===== src/rtl/analyzer_seq_trigger.sv =====
// Multi-stage sequential trigger for the logic analyzer: per-stage channel conditions,
// hit counts and inter-stage timeouts, producing a single registered trig pulse.
module analyzer_seq_trigger #(
  parameter int CH     = 8,
  parameter int STAGES = 4,
  parameter int CNT_W  = 16,
  parameter int TO_W   = 16,
  localparam int SW    = (STAGES > 1) ? $clog2(STAGES) : 1
) (
  input  logic                      clk,
  input  logic                      rstn,
  input  logic [CH-1:0]             digital_in,
  input  logic                      arm,
  input  logic                      trig_force,
  input  logic [SW-1:0]             last_stage,
  input  logic [2*STAGES-1:0]       stage_mode,
  input  logic [6*CH*STAGES-1:0]    stage_op,
  input  logic [CNT_W*STAGES-1:0]   stage_cnt,
  input  logic [TO_W-1:0]           seq_timeout,
  output logic                      trig,
  output logic                      armed,
  output logic                      triggered,
  output logic [SW-1:0]             cur_stage,
  output logic                      timeout_evt
);

  typedef enum logic [1:0] {S_IDLE, S_ARMED, S_TRIG} state_t;

  function automatic logic chan_eval(input logic [5:0] op, input logic q, input logic p);
    logic base;
    case (op[2:0])
      3'b000:  base = ~q;
      3'b001:  base = q;
      3'b010:  base = 1'b1;
      3'b011:  base = ~p & q;
      3'b100:  base = p & ~q;
      3'b101:  base = p ^ q;
      3'b110:  base = ~(p ^ q);
      default: base = 1'b0;
    endcase
    case (op[5:3])
      3'b000:  return base;
      3'b001:  return ~base;
      default: return 1'b1;
    endcase
  endfunction

  function automatic logic mode_combine(input logic [1:0] m, input logic [CH-1:0] r);
    case (m)
      2'b00:   return &r;
      2'b01:   return |r;
      2'b10:   return ~&r;
      default: return ~|r;
    endcase
  endfunction

  function automatic logic [CNT_W-1:0] sat_inc_hit(input logic [CNT_W-1:0] v);
    return (&v) ? v : v + CNT_W'(1);
  endfunction

  function automatic logic [TO_W-1:0] sat_inc_to(input logic [TO_W-1:0] v);
    return (&v) ? v : v + TO_W'(1);
  endfunction

  function automatic logic [SW-1:0] clamp_stage(input logic [SW-1:0] s);
    if ({{(32-SW){1'b0}}, s} > 32'(STAGES - 1)) return SW'(STAGES - 1);
    return s;
  endfunction

  state_t                    state, state_nx;
  logic [CH-1:0]             din_p0, din_p1;
  logic                      arm_q;
  logic [SW-1:0]             sh_last;
  logic [2*STAGES-1:0]       sh_mode;
  logic [6*CH*STAGES-1:0]    sh_op;
  logic [CNT_W*STAGES-1:0]   sh_cnt;
  logic [TO_W-1:0]           sh_to;
  logic [SW-1:0]             stage, stage_nx;
  logic [CNT_W-1:0]          hit, hit_nx, cur_cnt, req_cnt;
  logic [TO_W-1:0]           to_cnt, to_nx;
  logic [CH-1:0]             chan_res;
  logic [STAGES-1:0]         cond_vec;
  logic                      cond, advance, fire, to_fire, latch;
  logic                      fire_p0, to_evt_p0;

  always_comb begin
    cond_vec = '0;
    chan_res = '0;
    cond     = 1'b0;
    cur_cnt  = '0;
    for (int s = 0; s < STAGES; s++) begin
      for (int c = 0; c < CH; c++)
        chan_res[c] = chan_eval(sh_op[(s*CH+c)*6 +: 6], din_p0[c], din_p1[c]);
      cond_vec[s] = mode_combine(sh_mode[2*s +: 2], chan_res);
      if (stage == SW'(s)) begin
        cond    = cond_vec[s];
        cur_cnt = sh_cnt[s*CNT_W +: CNT_W];
      end
    end
    req_cnt = (cur_cnt == '0) ? CNT_W'(1) : cur_cnt;
    advance = cond && (({1'b0, hit} + (CNT_W+1)'(1)) >= {1'b0, req_cnt});
  end

  always_comb begin
    state_nx = state;
    stage_nx = stage;
    hit_nx   = hit;
    to_nx    = to_cnt;
    fire     = 1'b0;
    to_fire  = 1'b0;
    latch    = 1'b0;
    case (state)
      S_IDLE: begin
        if (arm && !arm_q) begin
          state_nx = S_ARMED;
          latch    = 1'b1;
          stage_nx = '0;
          hit_nx   = '0;
          to_nx    = '0;
        end
      end
      S_ARMED: begin
        if (!arm) begin
          state_nx = S_IDLE;
          stage_nx = '0;
        end else if (trig_force) begin
          state_nx = S_TRIG;
          fire     = 1'b1;
        end else if (advance) begin
          if (stage == sh_last) begin
            state_nx = S_TRIG;
            fire     = 1'b1;
          end else begin
            stage_nx = stage + SW'(1);
            hit_nx   = '0;
            to_nx    = '0;
          end
        end else begin
          if (cond) hit_nx = sat_inc_hit(hit);
          if (stage != '0) begin
            if (sh_to != '0 && to_cnt == sh_to - TO_W'(1)) begin
              stage_nx = '0;
              hit_nx   = '0;
              to_nx    = '0;
              to_fire  = 1'b1;
            end else begin
              to_nx = sat_inc_to(to_cnt);
            end
          end
        end
      end
      S_TRIG: begin
        if (!arm) state_nx = S_IDLE;
      end
      default: state_nx = S_IDLE;
    endcase
  end

  // Stage p0: input sampling, engine state and shadows; stage p1: registered output views.
  always_ff @(posedge clk or negedge rstn) begin
    if (!rstn) begin
      state       <= S_IDLE;
      din_p0      <= '0;
      din_p1      <= '0;
      // Held high so an arm level present across reset does not count as a rising arm.
      arm_q       <= 1'b1;
      sh_last     <= '0;
      sh_mode     <= '0;
      sh_op       <= '0;
      sh_cnt      <= '0;
      sh_to       <= '0;
      stage       <= '0;
      hit         <= '0;
      to_cnt      <= '0;
      fire_p0     <= 1'b0;
      to_evt_p0   <= 1'b0;
      trig        <= 1'b0;
      timeout_evt <= 1'b0;
      armed       <= 1'b0;
      triggered   <= 1'b0;
      cur_stage   <= '0;
    end else begin
      state     <= state_nx;
      din_p0    <= digital_in;
      din_p1    <= din_p0;
      arm_q     <= arm;
      stage     <= stage_nx;
      hit       <= hit_nx;
      to_cnt    <= to_nx;
      fire_p0   <= fire;
      to_evt_p0 <= to_fire;
      if (latch) begin
        sh_last <= clamp_stage(last_stage);
        sh_mode <= stage_mode;
        sh_op   <= stage_op;
        sh_cnt  <= stage_cnt;
        sh_to   <= seq_timeout;
      end
      trig        <= fire_p0;
      timeout_evt <= to_evt_p0;
      armed       <= (state == S_ARMED);
      triggered   <= (state == S_TRIG);
      cur_stage   <= (state == S_IDLE) ? '0 : stage;
    end
  end

endmodule


===== config.mk =====
export PLATFORM = sky130hd
export DESIGN_NAME = analyzer_seq_trigger
export DESIGN_NICKNAME = d
export VERILOG_FILES = /design/src/rtl/analyzer_seq_trigger.sv
export SDC_FILE = /design/constraint.sdc
export NUM_CORES = 1
export LEC_CHECK = 0
export ABC_AREA = 0
export CORE_AREA = 2 2 203 205
export CTS_CLUSTER_DIAMETER = 200
export DETAILED_ROUTE_END_ITERATION = 12
export DIE_AREA = 0 0 205 207
export GPL_ROUTABILITY_DRIVEN = 1
export GPL_TIMING_DRIVEN = 0
export PLACE_DENSITY = 0.66
export RECOVER_POWER = 50
export SLEW_MARGIN = 5
export SYNTH_ARGS = -nofsm -noshare
export SYNTH_HDL_FRONTEND = slang
export SYNTH_SLANG_ARGS = --single-unit

===== constraint.sdc =====
create_clock -name clk -period 11.58 [get_ports clk]
set_clock_uncertainty 0.2 [all_clocks]
set_input_delay 1.158 -clock clk [delete_from_list [all_inputs] [get_ports clk]]
set_output_delay 1.158 -clock clk [all_outputs]
set_load 0.02 [all_outputs]

; Yosys cells after proc, flatten, opt, wreduce, memory -nomap -nowiden
; Index checks and enable logic that the tools add are counted.
[word_totals]
ff_bits = 343
mem_bits_rw = 0
inputBits = 294
word_cells = 580
memories = 0
output_inout_bits = 6
latch_bits = 0
mem_bits_ro = 0
[classes]
eq_ne = 252
n_bitwise = 80
shifts = 0
n_reduce_logical = 100
div_mod_pow = 0
n_mux = 123
addsub = 5
order_cmp = 1
mul = 0
[op_table]
columns = operator, count
row1 = two-way mux 16 bit, 20
row2 = "equality test 3 bit, second input constant", 96
row3 = case mux 1 bit (7 select lines), 32
row4 = "equality test 3 x 1 -> 1 bit, second input constant", 64
row5 = "equality test 3 x 2 -> 1 bit, second input constant", 64
row6 = logical NOT 3 bit, 64
row7 = case mux 1 bit (2 select lines), 32
row8 = case mux 16 bit (2 select lines), 2
row9 = NOT 1 bit, 56
row10 = "adder 16 x 1 -> 16 bit, second input constant", 2
row11 = AND reduction 16 bit, 2
row12 = AND reduction 8 bit, 4
row13 = OR reduction 8 bit, 4
row14 = two-way mux 2 bit, 14
row15 = "inequality test 4 bit, second input constant", 6
row16 = "adder 16 x 1 -> 17 bit, second input constant", 1
row17 = greater-or-equal comparator 17 x 16 -> 1 bit, 1
row18 = two-way mux 1 bit, 17
row19 = bitwise AND 1 bit, 16
row20 = equality test 16 bit, 1
row21 = logical NOT 16 bit, 1
row22 = nonzero test 16 bit, 1
row23 = "subtractor 16 x 1 -> 16 bit, second input constant", 1
row24 = "equality test 2 bit, second input constant", 7
row25 = 17 further kinds, 53

; Logic depth before layout (Yosys ltp)
[depth]
word_depth = 19
depth_mapped = 27
ltp_nobuf = 24

; Worst setup path before layout
; No wires, ideal clock.
[synth_path]
path_type = flip-flop to flip-flop
startpoint = reg stage[1]
endpoint = reg hit[6]
setup_slack_ns = 6.907
t_required_ns = 11.303
stages_incl_launch_ff = 27
setup_ns = 0.077
synth_period_minus_slack_ns = 4.673
t_arrival_ns = 4.396
path_buffers = 3
cell_sequence = dfrtp_1 > inv_1 > ha_1 > clkbuf_1 > nor2_1 > clkbuf_1 > a22oi_1 > nor2_1 > a21oi_1 > nor2_1 > a21oi_1 > nand4_1 > nor4_1 > a211o_1 > ha_1 > nor2b_1 > o21a_1 > o21a_1 > o21ai_0 > a21oi_1 > o211ai_1 > a21boi_0 > o21ai_0 > o211ai_1 > clkbuf_1 > or3_1 > a21oi_1
[synth_via]
elab_chain_cells = 13
word_cells_on_any_way = 27
cone_classes = 1 x order compare / 5 x eq/ne / 16 x mux / 5 x reduce/logical
[synth_rtl]
columns = item, line_no
row1 = "start, declared", 78  ; logic [SW-1:0] stage, stage_nx;
row2 = "start signal, assigned", 187  ; stage <= stage_nx;
row3 = logical NOT 2 bit, 95  ; if (stage == SW'(s)) begin
row4 = two-way mux 16 bit (4 in series), 95
row5 = logical NOT 16 bit, 100  ; req_cnt = (cur_cnt == '0) ? CNT_W'(1) : cur_cnt;
row6 = two-way mux 16 bit, 100
row7 = greater-or-equal comparator 17 x 16 -> 1 bit, 101  ; advance = cond && (({1'b0, hit} + (CNT_W+1)'(1)) >= {1'b0, req_cnt});
row8 = logical AND 1 bit, 101
row9 = two-way mux 16 bit, 129  ; end else if (advance) begin
row10 = two-way mux 16 bit, 126  ; end else if (trig_force) begin
row11 = two-way mux 16 bit, 123  ; if (!arm) begin
row12 = case mux 16 bit (2 select lines), 112  ; case (state)
row13 = "end signal, assigned", 188  ; hit <= hit_nx;
row14 = "end, declared", 79  ; logic [CNT_W-1:0] hit, hit_nx, cur_cnt, req_cnt;
; Several ways; a longest one is shown, not always the timed one. The select of a mux whose other input is x is not followed.
; A chain may end at the register's enable or synchronous reset.

==> metrics.cfg <==
[drt]
routed_wl_um=57200
via_per_inst=5.38
ant_nets=0
drt-wirelength-per-cell_um=18.7
num_vias=16500
drcViolationCount=0
drt_iter0_markers=1282
drtPass1Iterations=5

[timing]
setup_ws_ps=4810
fin_crit_sh_pct=58.5
whs_ps=149
worst_slew_pin_slew_ps=4640
hold_violations=0
finalMaxSlewViolations=125
final-setup-viol-count=0
rsz0062_at_grt=no
clock.fmax_mhz=148
fin_crit_ps=6770
max_slew_margin_pct=-209
setup_tns_ps=0

[floorplanning]
die_y_um=207
core_area_um2=40400
initial_core_util_pct=44.3
die-area_um2=42400
row_count=74
io_pins=300
die_x_um=205

[synth]
synth_top_family_by_area=simple AND/OR/NAND/NOR gates
synth_cells=2147
ys_ff_latch=343
syn-num-nets=2480
yosysWarnings=0
synth-adder-area-share_pct=2.73
ys_types=73
yosysSeqAreaShare_pct=48.0
synth_compound_area_share_pct=11.9
yosys.area_share.xor_xnor_pct=3.77
synthMuxAreaShare_pct=2.22
synth-simple-area-share_pct=27.8
synth_edf_count=0
syn-cell-area_um2=17900
synth_ff_type=dfrtp_1
avgSynthCellArea_um2=8.34
async_reset_ff_share_pct=100

[final_layout]
area_growth_pct=28.5
nets=2825
instances_no_fill=3056
fill_cells=3735
regArea_um2=8580
design_area_um2=23000
multi_input_area_um2=8670
layout-drive-gt1-share_pct=4.91

[clock_tree]
cts_setup_buffers=0
post_cts_resize_count=0
postCtsHoldBufs=0
cts_tree=done
cts_buffers=40
cts.sinks=343
cts_root_buf=clkbuf_16
htree_levels=2
clkTransAtPathRegs_ps=50
max-clock-path-buffers=3
clk_latency_ps=570

[power_and_ir_drop]
p_leak_nw=10.8
power_frac_seq_pct=40.8
sw_frac_of_total_pct=36.1
switchingPower_mw=1.63
power.share.combinational_pct=30.0
internal_power_mw=2.88
powerDensity_nw_per_um2=196
peakVddDrop_uv=121
p_clk_share_pct=29.2

[status]
violations=capacitance limit, slew limit
status=finished, violations left

[placement]
gp_congestion=0.881
place.detailed.hpwl_um=43800
place_area_um2=21700
place.port_buffers=299
pre_cts_ws_ps=5540
dp_cells=2982

[worst_setup_path]
critPathCaptureType=asynchronous set/reset pin
r2r_slack_ps=5370
arrival_ps=6140
worst_setup_path_start_kind=input port
path_class=in -> async
crit_buf_inv=2
required_ps=10950
max_stage_delay_ps=3340
cp_common_cell=clkbuf_1
crit_family=buffers and inverters
critPathSlowestCell=clkbuf_1
cp_cell_sequence=clkbuf_1 -> clkbuf_1
crit_fanout=83

[global_routing]
grt_pass1_vias=16600
grt_max_degree=84
antenna_found_initial=2
globalRouteTotalUtil_pct=27.3
gr-total-overflow=0
grt_pass1_wl_um=90300

[flow_run]
maxCapViolCount=2

[min_path]
hold_class=reg -> reg

power groups by stage:
stage	combinational [mW]	sequential, mW	clock (mW)
floorplan	0.898	1.77	0
global placement	1.29	1.83	0
detailed placement	1.34	1.85	0
CTS	1.35	1.83	1.34
global route	1.52	1.89	1.38
finish	1.35	1.84	1.32
synth_stat cells (all sizes together) (19+ instances only):
cell type	count	share of area [%]
dfrtp	342	48
o21ai	74	2.1
o31ai	24	1.0
inv	67	1.4
nand3	19	0.53
nand2	876	18
nor3	30	0.84
mux2	22	1.4
clkbuf	84	1.8
nor2	105	2.2
a21oi	72	2.1
a22oi	22	0.92
nor4	21	0.77
xnor2	35	1.7
xor2	42	2.1
or4	24	1.0
o211ai	20	0.84
ha	39	2.7
per-stage QoR:
stage | total power, mW | util, %
global placement | 3.13 | 53.4
CTS | 4.52 | 57.1
detailed placement | 3.19 | 53.7
floorplan | 2.67 | -
finish | 4.51 | 57.0
global route | 4.79 | 57.0
worst paths after layout:
path                                       from  cells after the start                    end
max                                        rstn                      2    din_p0[5]$_DFF_PN0_
min                         to_evt_p0$_DFF_PN0_                      0  timeout_evt$_DFF_PN0_
max reg2reg                stage[1]$_DFFE_PN0P_                     26     hit[8]$_DFFE_PN0P_
min reg2reg                 to_evt_p0$_DFF_PN0_                      0  timeout_evt$_DFF_PN0_
max in group clk           stage[1]$_DFFE_PN0P_                     26     hit[8]$_DFFE_PN0P_
min in group asynchronous                  rstn                      1  sh_op[98]$_DFFE_PN0P_
layout by cell type, fill, tap and decap left out, drive strengths merged, types with 8 or more instances in the layout:
cell type	synthesis	final
a2111oi	15	15
a21oi	72	72
a22oi	22	22
a2bb2oi	18	18
and4	14	14
buf	15	18
clkbuf	84	141
clkdlybuf4s50	0	289
clkinv	0	11
dfrtp	342	342
dlygate4sd3	0	9
ha	39	39
inv	67	70
mux2	22	22
mux2i	15	15
nand2	876	876
nand3	19	19
nand4	17	17
nor2	105	105
nor2b	8	8
nor3	30	30
nor4	21	21
o211ai	20	20
o21ai	74	74
o22ai	18	18
o31ai	24	24
or2	8	8
or3	17	17
or4	24	24
xnor2	35	35
xor2	42	42
metal layers:
layer / up-vias / wire length [um] / GRT usage [%] / part of all wire, %
met5: - / 14 / 0 / 0.024
met4: 2 / 1890 / 9.65 / 3.3
met3: 96 / 3940 / 4.30 / 6.9
met2: 576 / 26000 / 42.6 / 45
met1: 7897 / 25400 / 38.6 / 44
li1: 7882 / - / - / -
final cells by class:
cell class	count	area share (%)
Tap cell	532	2.89
Sequential cell	343	37.3
Antenna cell	1	0.0109
Timing Repair Buffer	303	13.4
Buffer	99	1.71
Inverter	67	1.09
Clock buffer	55	4.94
Clock inverter	18	0.985
Multi-Input combinational cell	1638	37.7
flip-flops by register name (all words and copies together), names as in the netlist, 8 cells and up:
register,cells
sh_op,192
sh_cnt,64
hit,16
sh_to,16
to_cnt,16
din_p0,8
din_p1,8
sh_mode,8
kinds of logic after synthesis:
group / Yosys count
buffers and inverters: 166
AND/OR/NAND/NOR: 1177
XOR/XNOR: 77
AO/OA/AOI/OAI: 308
adder cells (fa/ha/maj): 39
multiplexers: 37
flip-flops: 343
(Power assumes the default switching activity.)
